[config.mk]
export PLATFORM = sky130hd
export DESIGN_NAME = t06_tick_gen
export DESIGN_NICKNAME = d
export VERILOG_FILES = /design/src/rtl/t06_game_pkg.sv /design/src/rtl/t06_period_calc.sv /design/src/rtl/t06_tick_gen.sv
export SDC_FILE = /design/constraint.sdc
export NUM_CORES = 1
export LEC_CHECK = 0
export ABC_AREA = 1
export BUFFER_PORTS_ARGS = -buffer_cell sky130_fd_sc_hd__buf_2
export CAP_MARGIN = 10
export CORE_MARGIN = 3
export CORE_UTILIZATION = 62
export DETAILED_ROUTE_END_ITERATION = 8
export PLACE_DENSITY = 0.79
export SLEW_MARGIN = 20
export SYNTH_ARGS = -nofsm -noshare
export SYNTH_HDL_FRONTEND = slang
export SYNTH_HIERARCHICAL = 1
export SYNTH_SLANG_ARGS = --single-unit
[constraint.sdc]
create_clock -name system_clk -period 9.5 [get_ports system_clk]
set_input_delay 1.425 -clock system_clk [delete_from_list [all_inputs] [get_ports system_clk]]
set_output_delay 1.425 -clock system_clk [all_outputs]
set_load 0.03 [all_outputs]
[src/rtl/t06_game_pkg.sv]
// Shared encodings and default period constants for the snake game tick generator.
package t06_game_pkg;

    typedef enum logic [1:0] {
        ST_RUN    = 2'b00,
        ST_STOP_A = 2'b01,
        ST_STOP_B = 2'b10,
        ST_PAUSE  = 2'b11
    } game_state_e;

    typedef enum logic [1:0] {
        SPD_NORM     = 2'b00,
        SPD_FAST     = 2'b01,
        SPD_SLOW     = 2'b10,
        SPD_NORM_ALT = 2'b11
    } game_speed_e;

    localparam int unsigned DEF_CNT_W       = 22;
    localparam int unsigned DEF_PERIOD_NORM = 2500000;
    localparam int unsigned DEF_PERIOD_FAST = 2000000;
    localparam int unsigned DEF_PERIOD_SLOW = 3000000;
    localparam int unsigned DEF_STEP        = 100000;
    localparam int unsigned DEF_MIN_PERIOD  = 1000000;
    localparam int unsigned DEF_LVL_W       = 4;
    localparam int unsigned DEF_TCNT_W      = 16;

endpackage

[src/rtl/t06_period_calc.sv]
// Combinational tick period: per-speed base shortened by level*STEP, clamped at MIN_PERIOD.
module t06_period_calc
    import t06_game_pkg::*;
#(
    parameter int unsigned CNT_W       = DEF_CNT_W,
    parameter int unsigned PERIOD_NORM = DEF_PERIOD_NORM,
    parameter int unsigned PERIOD_FAST = DEF_PERIOD_FAST,
    parameter int unsigned PERIOD_SLOW = DEF_PERIOD_SLOW,
    parameter int unsigned STEP        = DEF_STEP,
    parameter int unsigned MIN_PERIOD  = DEF_MIN_PERIOD,
    parameter int unsigned LVL_W       = DEF_LVL_W
) (
    input  logic [1:0]       speed,
    input  logic [LVL_W-1:0] lvl,
    output logic [CNT_W-1:0] period
);

    localparam int unsigned PW = CNT_W + LVL_W;

    game_speed_e    speed_e;
    logic [PW-1:0]  base_w;
    logic [PW-1:0]  prod_w;
    logic [PW-1:0]  headroom_w;

    assign speed_e = game_speed_e'(speed);

    always_comb begin
        base_w = PW'(PERIOD_NORM);
        case (speed_e)
            SPD_FAST: base_w = PW'(PERIOD_FAST);
            SPD_SLOW: base_w = PW'(PERIOD_SLOW);
            default:  base_w = PW'(PERIOD_NORM);
        endcase
    end

    // Compare the reduction against the headroom so the subtraction can never wrap.
    assign prod_w     = PW'(lvl) * PW'(STEP);
    assign headroom_w = base_w - PW'(MIN_PERIOD);

    always_comb begin
        if (prod_w > headroom_w) begin
            period = CNT_W'(MIN_PERIOD);
        end else begin
            period = CNT_W'(base_w - prod_w);
        end
    end

endmodule

[src/rtl/t06_tick_gen.sv]
// Game tick generator: periodic single-cycle tick while running, with pause hold,
// saturating level acceleration, tick counting and period read-back.
module t06_tick_gen
    import t06_game_pkg::*;
#(
    parameter int unsigned CNT_W       = DEF_CNT_W,
    parameter int unsigned PERIOD_NORM = DEF_PERIOD_NORM,
    parameter int unsigned PERIOD_FAST = DEF_PERIOD_FAST,
    parameter int unsigned PERIOD_SLOW = DEF_PERIOD_SLOW,
    parameter int unsigned STEP        = DEF_STEP,
    parameter int unsigned MIN_PERIOD  = DEF_MIN_PERIOD,
    parameter int unsigned LVL_W       = DEF_LVL_W,
    parameter int unsigned TCNT_W      = DEF_TCNT_W
) (
    input  logic              system_clk,
    input  logic              nreset,
    input  logic [1:0]        game_state,
    input  logic [1:0]        game_speed,
    input  logic              level_up,
    output logic              tick,
    output logic              run_en,
    output logic [LVL_W-1:0]  level,
    output logic [CNT_W-1:0]  cur_period,
    output logic [TCNT_W-1:0] tick_count
);

    localparam logic [LVL_W-1:0] LVL_MAX = '1;

    game_state_e       state_e;
    logic [CNT_W-1:0]  counter_q, counter_d;
    logic [CNT_W-1:0]  period_q, period_d;
    logic [LVL_W-1:0]  level_q, level_d;
    logic [TCNT_W-1:0] tcnt_q, tcnt_d;
    logic              tick_q, tick_d;
    logic              run_en_q, run_en_d;
    logic [LVL_W-1:0]  calc_lvl;
    logic [CNT_W-1:0]  calc_period;

    assign state_e = game_state_e'(game_state);

    // One calculator serves both paths: STOP wants level 0, RUN reloads with the current level.
    assign calc_lvl = (state_e == ST_RUN) ? level_q : '0;

    t06_period_calc #(
        .CNT_W       (CNT_W),
        .PERIOD_NORM (PERIOD_NORM),
        .PERIOD_FAST (PERIOD_FAST),
        .PERIOD_SLOW (PERIOD_SLOW),
        .STEP        (STEP),
        .MIN_PERIOD  (MIN_PERIOD),
        .LVL_W       (LVL_W)
    ) u_period_calc (
        .speed  (game_speed),
        .lvl    (calc_lvl),
        .period (calc_period)
    );

    always_comb begin
        counter_d = counter_q;
        period_d  = period_q;
        level_d   = level_q;
        tcnt_d    = tcnt_q;
        tick_d    = 1'b0;
        run_en_d  = (state_e == ST_RUN);
        case (state_e)
            ST_RUN: begin
                if (counter_q == period_q - CNT_W'(1)) begin
                    counter_d = '0;
                    tick_d    = 1'b1;
                    tcnt_d    = tcnt_q + TCNT_W'(1);
                    period_d  = calc_period;
                end else begin
                    counter_d = counter_q + CNT_W'(1);
                end
                if (level_up && (level_q != LVL_MAX)) begin
                    level_d = level_q + LVL_W'(1);
                end
            end
            ST_PAUSE: begin
                // Everything holds; tick already defaults low.
            end
            default: begin
                counter_d = '0;
                level_d   = '0;
                tcnt_d    = '0;
                period_d  = calc_period;
            end
        endcase
    end

    always_ff @(posedge system_clk or negedge nreset) begin
        if (!nreset) begin
            counter_q <= '0;
            period_q  <= CNT_W'(PERIOD_NORM);
            level_q   <= '0;
            tcnt_q    <= '0;
            tick_q    <= 1'b0;
            run_en_q  <= 1'b0;
        end else begin
            counter_q <= counter_d;
            period_q  <= period_d;
            level_q   <= level_d;
            tcnt_q    <= tcnt_d;
            tick_q    <= tick_d;
            run_en_q  <= run_en_d;
        end
    end

    assign tick       = tick_q;
    assign run_en     = run_en_q;
    assign level      = level_q;
    assign cur_period = period_q;
    assign tick_count = tcnt_q;

endmodule

Word-level counts from Yosys, hierarchy flattened
Cells that the tools add are included.

operators by class
  mux-type cells = 13
  magnitude comparators = 1
  bitwise logic cells = 1
  reduce and logical (&&, ||, !) cells = 4
  equal/unequal tests = 7
  add/subtract/negate cells = 6
  $mul = 1

operator list
  kind                    number
  $pmux 22 s2             3
  $mux 22                 3
  $pmux 16 s2             1
  $gt 21x26->1            1
  $sub 22x20->23 const B  1
  $add 22x1->22 const B   1
  $eq 22x22->1            1
  $sub 22x1->22 const B   1
  $sub 22x21->22          1
  $add 16x1->16 const B   1
  $mul 4x12->16 const B   1
  $mux 16                 1
  $mux 4                  2
  $pmux 4 s2              1
  $add 4x1->4 const B     1
  $eq 2x2->1 const B      2
  $ne 2x1->1 const B      2
  $ne 4x4->1 const B      1
  $reduce_and 2->1        2
  $eq 2x1->1 const B      1
  $logic_not 2->1         1
  $mux 1                  2
  $logic_and 1x1->1       1
  $not 1->1               1

storage, ports and cells
  input port bits = 7
  bits in registers = 66
  output and inout port bits = 44
  word-level logic and storage cells = 39

Logic depth before layout (Yosys ltp)
  depth after elaboration = 7
  mapped depth = 37
  depth with buffers taken out = 35

Hierarchy
Netlist, hierarchy kept.

by module, submodules not included
  module           instances  area each (um^2)  cells each
  t06_tick_gen     1          4275.4            606
  t06_period_calc  1          1968.1            322

Worst setup path after synthesis
OpenSTA, ideal clock, no wires.

  kind = input port to flip-flop
  start point = input port game_state[1]
  end point = register period_q[11] (netlist: cur_period[11])
  data arrival time = 5.870 ns
  setup slack = 3.512 ns
  path buffers = 2
  required time = 9.382 ns
  cell stages on the path = 36
  cells stage by stage = nor2_1 -> clkbuf_1 -> inv_1 -> clkbuf_1 -> nor2_1 -> ha_1 -> xor2_1 -> ha_1 -> a21o_1 -> ha_1 -> nand3_1 -> nand2_1 -> nand2_1 -> nand2_1 -> nand2_1 -> nand2_1 -> nand2_1 -> a21oi_1 -> xor2_1 -> inv_1 -> ha_1 -> nand2_1 -> inv_1 -> nand3_1 -> nor2_1 -> nand3_1 -> nor2_1 -> nor2_1 -> nand2_1 -> nand2_1 -> nand2_1 -> nand2_2 -> a21boi_4 -> nor2_1 -> nand3_1 -> nand2_1

between the ends
  word-level cells in the longest chain between the ends = 7

ends and longest elaborated chain
  item                                                   line                                          source
  from (decl)                                            t06_tick_gen.sv:17                            input logic [1:0] game_state,
  $logic_not 2->1 (*)                                    --
  via run_en_d                                           t06_tick_gen.sv:35                            logic run_en_q, run_en_d;
  $mux 4 (*)                                             t06_tick_gen.sv:42                            assign calc_lvl = (state_e == ST_RUN) ? level_q : '0;
  via calc_lvl[1]                                        t06_tick_gen.sv:36                            logic [LVL_W-1:0] calc_lvl;
  $mul 4x12->16 (*)                                      t06_period_calc.sv:37                         assign prod_w = PW'(lvl) * PW'(STEP);
  $sub 22x21->22 / $gt 21x26->1 (equally long branches)  t06_period_calc.sv:44, t06_period_calc.sv:41
  $mux 22 (*)                                            t06_period_calc.sv:41                         if (prod_w > headroom_w) begin
  via calc_period[11]                                    t06_tick_gen.sv:37                            logic [CNT_W-1:0] calc_period;
  $mux 22                                                t06_tick_gen.sv:67                            if (counter_q == period_q - CNT_W'(1)) begin
  $pmux 22 s2 (*)                                        t06_tick_gen.sv:65                            case (state_e)
  to (signal assigned)                                   t06_tick_gen.sv:94                            period_q <= CNT_W'(PERIOD_NORM);
  to (signal assigned)                                   t06_tick_gen.sv:101                           period_q <= period_d;
  to (decl)                                              t06_tick_gen.sv:31                            logic [CNT_W-1:0] period_q, period_d;

The timed path passes the listed nets; every way through them passes the cells marked *. The select of a mux whose other input is x is not followed.
A chain may end at the register's enable or synchronous reset.

Worst setup path in the final report
  start point = input port game_state[1]
  end point = register period_q[12] (netlist: cur_period[12])

between the ends
  word-level cells in the longest chain between the ends = 7

ends and longest elaborated chain
  item                                                   line
  $logic_not 2->1 (*)                                    t06_tick_gen.sv:42
  $mux 4 (*)                                             t06_tick_gen.sv:42
  via calc_lvl[1]                                        t06_tick_gen.sv:36
  $mul 4x12->16 (*)                                      t06_period_calc.sv:37
  $sub 22x21->22 / $gt 21x26->1 (equally long branches)  t06_period_calc.sv:44, t06_period_calc.sv:41
  $mux 22 (*)                                            t06_period_calc.sv:41
  via calc_period[12]                                    t06_tick_gen.sv:37
  $mux 22                                                t06_tick_gen.sv:67
  $pmux 22 s2 (*)                                        t06_tick_gen.sv:65

Marked as above.

==> results by stage <==
Timing:
- The number of max-slew violations in the final report is 0.
- The smallest clock period supported by the final layout is computed as 6770 ps.
- Summed over all failing endpoints, the final setup total negative slack is 0 ps.
- The worst setup skew after layout is 23.8 ps.
- The tightest slew margin relative to the limit is 0.391.
- The count of final setup violators is 0.
- Setup repair after global routing left no endpoint under its margin.
- In the finished design, the share of the clock period the worst path needs comes to 0.713.
- The measured slew at the worst slew-check pin is 910 ps.
- The total count of hold-check failures in the final report is 0.
- For this run, the top clock speed supported by timing is 148 MHz.

Cells and area:
- The share of layout cells above drive strength 1 is 0.118.
- Summing all flip-flop and latch instances after layout gives 1660 µm².
- The repair_antennas step left the layout with diodes totalling 0.
- The count of cells in the finished layout, fillers not included, comes to 1,104.
- The area growth from synthesis to layout is 7.70%.
- With fillers left out, the area of the finished cells amounts to 6720 µm².
- The number of nets in the finished design is 1,028.
- The filler cell count is 837.
- The area used by multi-input combinational logic is 3970 µm².
- Once layout is complete, the utilization of the core stands at 0.708.

Clocking:
- The number of gates resized after CTS was 0.
- The total CTS buffers is 9.
- The count of H-tree levels built during CTS is 3.
- The hold buffer count at CTS is 0.
- After clock tree synthesis, the clock-pin slew on the worst setup and hold paths is 80 ps.
- The clock passes through at most 2 buffers.
- Post-CTS timing repair inserted 0 buffers for setup.
- TritonCTS built the clock tree.
- CTS placed an instance of sky130_fd_sc_hd__clkbuf_8 at the clock tree root.
- The clock latency reported for the late side of the worst-skew pair is 350 ps.
- The count of clock tree sinks is 66.

GRT:
- The global routing usage on met1 is 0.404.
- The layer flagged by global routing as most heavily used is met2.
- The combined global-route utilization of all metal layers is 0.295.
- The met3 track demand over resource in global routing is 0.0431.
- The aggregate global routing overflow is 0.
- The number of antenna violations at the first check in global routing was 0.
- The first global-routing pass estimated 27,500 µm of wire.
- The global routing usage on met2 is 0.494.
- The via count of the first global-routing pass is 5,821.
- Entering global routing, the biggest net connects 67 pins.

Synthesis:
- After technology mapping, the gate count stands at 928.
- The biggest area consumer among synthesized cells is sky130_fd_sc_hd__dfrtp_1.
- The proportion of synthesized flip-flops having asynchronous set or reset is 1.00.
- By area the synthesized netlist is led by sky130_fd_sc_hd__dfrtp_1 23%, sky130_fd_sc_hd__nand2_1 16%, sky130_fd_sc_hd__ha_1 10%.
- The mean instance size in the synthesized netlist is 6.73 µm².
- The register area share after synthesis is 0.266.
- Of the post-synthesis cell area, the dominant cell type holds 0.232.
- The synthesized area is 6240 µm².
- The synthesized netlist contains 44 unique library cells.
- The most used flip-flop cell after synthesis is sky130_fd_sc_hd__dfrtp_1.
- The number of synthesized flops with an enable pin is 0.
- The count of yosys warnings during synthesis is 6.
- The number of storage elements in the synthesis netlist is 66.

Worst setup path:
- The critical path launch point type is an input pin.
- The endpoint of the most critical register-to-register path is cur_period[12]$_DFFE_PN0P_.
- The worst endpoint required time is 9730 ps.
- The slowest stage cell on the critical path is sky130_fd_sc_hd__nor2_1.
- Together, buffers and inverters on the worst path number 4.
- The type of the worst setup path is input pin to register.
- The maximum fanout encountered on the critical timing path is 12.
- The worst register-to-register path begins at level[1]$_DFFE_PN0P_.
- Data on the critical path arrives at its endpoint at 7000 ps.
- In this design, the largest share of critical-path delay is due to simple AND/OR/NAND/NOR gates.
- The reg-to-reg setup timing slack is 4600 ps.
- The number of cells on the worst reg-to-reg path is 33.
- The most common cell type on the critical path is sky130_fd_sc_hd__nand2_1.
- The sort of element at the end of the critical path is a register.
- The delay of the slowest cell on the worst path is 670 ps.

Drt:
- The routed length per placed instance is 14.4 µm.
- The number of design rule violations left after detail routing is 0.
- The via-per-instance ratio is 5.52.
- In this run the remaining antenna-violating nets after routing total 0.
- The first routing iteration left 468 violations.
- The via count is 6,098.
- The first-pass detailed-route iteration total is 6.
- The total wire length is 15,900 µm.

Min path:
- For hold timing, the worst endpoint is cur_period[18]$_DFFE_PN1P_.
- The startpoint identified for the worst hold timing path is cur_period[18]$_DFFE_PN1P_.
- The class of the tightest hold or removal check is register to register.
- The worst hold path cell count is 2.

Floorplanning:
- The initial utilization of the core area, before any placement, comes to 0.657.
- The core region is 9500 µm².
- The die span in y is 106 µm.
- The number of cell rows is 35.
- From left edge to right edge, the die measures 106 µm.
- In this run the count of I/O pins placed on the die edge is 51.
- The die area is 11,300 µm².

Placed design:
- The post-detailed-placement half-perimeter wirelength is 12,200 µm.
- The number of instances in the placed design is 1,088.
- Routability-driven placement finished with a final weighted congestion of 1.01.
- The number of buffer cells added on primary ports is 50.
- The instance area after placement is 6520 µm².

Power:
- The fraction of power consumed by the clock network is 0.299.
- The areal power density over the cells is 124 nW/µm².
- The cell leakage power is 3.70 nW.
- IR analysis of the VDD net gives a maximum drop of 0.0939 mV.
- The power after layout is 0.000835 W.
- The part of the total power dissipated in sequential elements is 0.406.
- The share of total power dissipated in combinational logic is 0.295.
- Summed over all nets, the switching power comes to 0.000328 W.
- Of the total power, the share spent switching nets is 0.392.
- The internal power of the cells is 0.000508 W.

Job:
- Across the run, the number of max-cap violations was 0.

Status:
- The run finished with clean final reports.
-- sequential cells by signal, summed over array words and instances, names as in the netlist --
register,cells
tick_count,16
level,4
cur_period,22
run_en,1
tick,1
counter_q,22
-- tightest hold or removal path, cell delays in order (launching register included) --
cell and delay [ps]:
sky130_fd_sc_hd__dfstp_2 400, sky130_fd_sc_hd__nand2_1 60, sky130_fd_sc_hd__nand2_1 40
-- final cells by class --
type	count	share of cell area
clock buffers	9	0.0184
clock inverters	7	0.0123
inverters	121	0.0675
multi-input cells	719	0.590
flip-flops and latches	66	0.247
well taps	129	0.0240
repair buffers	53	0.0406
-- cells in the final DEF, fill, tap and decap left out, types with 2 or more instances in the layout --
master and instances:
sky130_fd_sc_hd__nor2_1 95, sky130_fd_sc_hd__nand3_1 84, sky130_fd_sc_hd__nand2_2 11, sky130_fd_sc_hd__nor3_1 12
sky130_fd_sc_hd__dfstp_2 8, sky130_fd_sc_hd__xor2_1 47, sky130_fd_sc_hd__o21ai_1 2, sky130_fd_sc_hd__o21a_1 2
sky130_fd_sc_hd__nand2_4 3, sky130_fd_sc_hd__inv_1 120, sky130_fd_sc_hd__nand3b_1 4, sky130_fd_sc_hd__o21ai_0 23
sky130_fd_sc_hd__o21bai_1 2, sky130_fd_sc_hd__buf_2 50, sky130_fd_sc_hd__nor4_1 2, sky130_fd_sc_hd__ha_1 50
sky130_fd_sc_hd__conb_1 5, sky130_fd_sc_hd__buf_4 3, sky130_fd_sc_hd__o22ai_1 7, sky130_fd_sc_hd__nand4_1 29
sky130_fd_sc_hd__nor2_2 8, sky130_fd_sc_hd__nand3_2 4, sky130_fd_sc_hd__clkbuf_8 9, sky130_fd_sc_hd__clkinvlp_4 2
sky130_fd_sc_hd__nor2_4 3, sky130_fd_sc_hd__dfrtp_1 58, sky130_fd_sc_hd__xnor2_1 14, sky130_fd_sc_hd__inv_6 3
sky130_fd_sc_hd__nand2_1 272, sky130_fd_sc_hd__or2_2 3, sky130_fd_sc_hd__a21oi_1 25
-- routing by layer --
layer  vias up  routed length [µm]
met5         -                   0
met4         0                 245
met3        20                1080
met2       243                7460
met1      2807                7150
li1       3028                   -
-- power by group through the flow --
stage | clock network [W] | registers [W] | logic, W
2_1_floorplan | 0 | 0.000364 | 0.000157
3_3_place_gp | 0 | 0.000342 | 0.000236
3_5_place_dp | 0 | 0.000344 | 0.000243
4_1_cts | 0.000255 | 0.000338 | 0.000244
5_1_grt | 0.000267 | 0.000342 | 0.000277
6_report | 0.000250 | 0.000339 | 0.000246
-- kinds of logic (layout without fill, tap and decap cells) --
| logic type | count (synthesis) | count (layout) | share of synthesized area |
|---|---|---|---|
| DFF | 66 | 66 | 0.266 |
| buffers and inverters | 147 | 190 | 0.101 |
| xor gates and xnor gates | 62 | 62 | 0.0882 |
| AOI/OAI and AO/OA | 66 | 66 | 0.0599 |
| other | 1 | 5 | 0.000601 |
| and+or+nand+nor | 535 | 535 | 0.381 |
| adders and majority gates | 51 | 51 | 0.103 |
-- per-stage QoR --
stage / worst slack (ps) / hold WS (ps)
6_report: 2730 / 505
5_1_grt: 2210 / 536
4_1_cts: 2780 / 505
3_5_place_dp: 2460 / 493
3_3_place_gp: 2790 / 480
2_1_floorplan: 3510 / 533
-- cells in the mapped netlist (9+ instances only) --
cell type,n
sky130_fd_sc_hd__o21ai_0,23
sky130_fd_sc_hd__nand3_1,84
sky130_fd_sc_hd__xor2_1,47
sky130_fd_sc_hd__ha_1,50
sky130_fd_sc_hd__clkbuf_1,9
sky130_fd_sc_hd__inv_1,120
sky130_fd_sc_hd__xnor2_1,14
sky130_fd_sc_hd__dfrtp_1,58
sky130_fd_sc_hd__nor2_1,95
sky130_fd_sc_hd__a21oi_1,25
sky130_fd_sc_hd__nand2_2,11
sky130_fd_sc_hd__nor3_1,12
sky130_fd_sc_hd__nand4_1,29
sky130_fd_sc_hd__nand2_1,272
-- worst max path at each step --
stage / endpoint / slack [ps] / cells past startpoint / from
global placement: cur_period[12]$_DFFE_PN0P_ / 2790 / 35 / game_state[1]
CTS: cur_period[12]$_DFFE_PN0P_ / 2780 / 35 / game_state[1]
global route: cur_period[9]$_DFFE_PN0P_ / 2210 / 35 / game_state[1]
finish: cur_period[12]$_DFFE_PN0P_ / 2730 / 35 / game_state[1]
floorplan: cur_period[11]$_DFFE_PN0P_ / 3510 / 36 / game_state[1]
detailed placement: cur_period[12]$_DFFE_PN0P_ / 2460 / 35 / game_state[1]
Power figures use the tool's default switching activity.
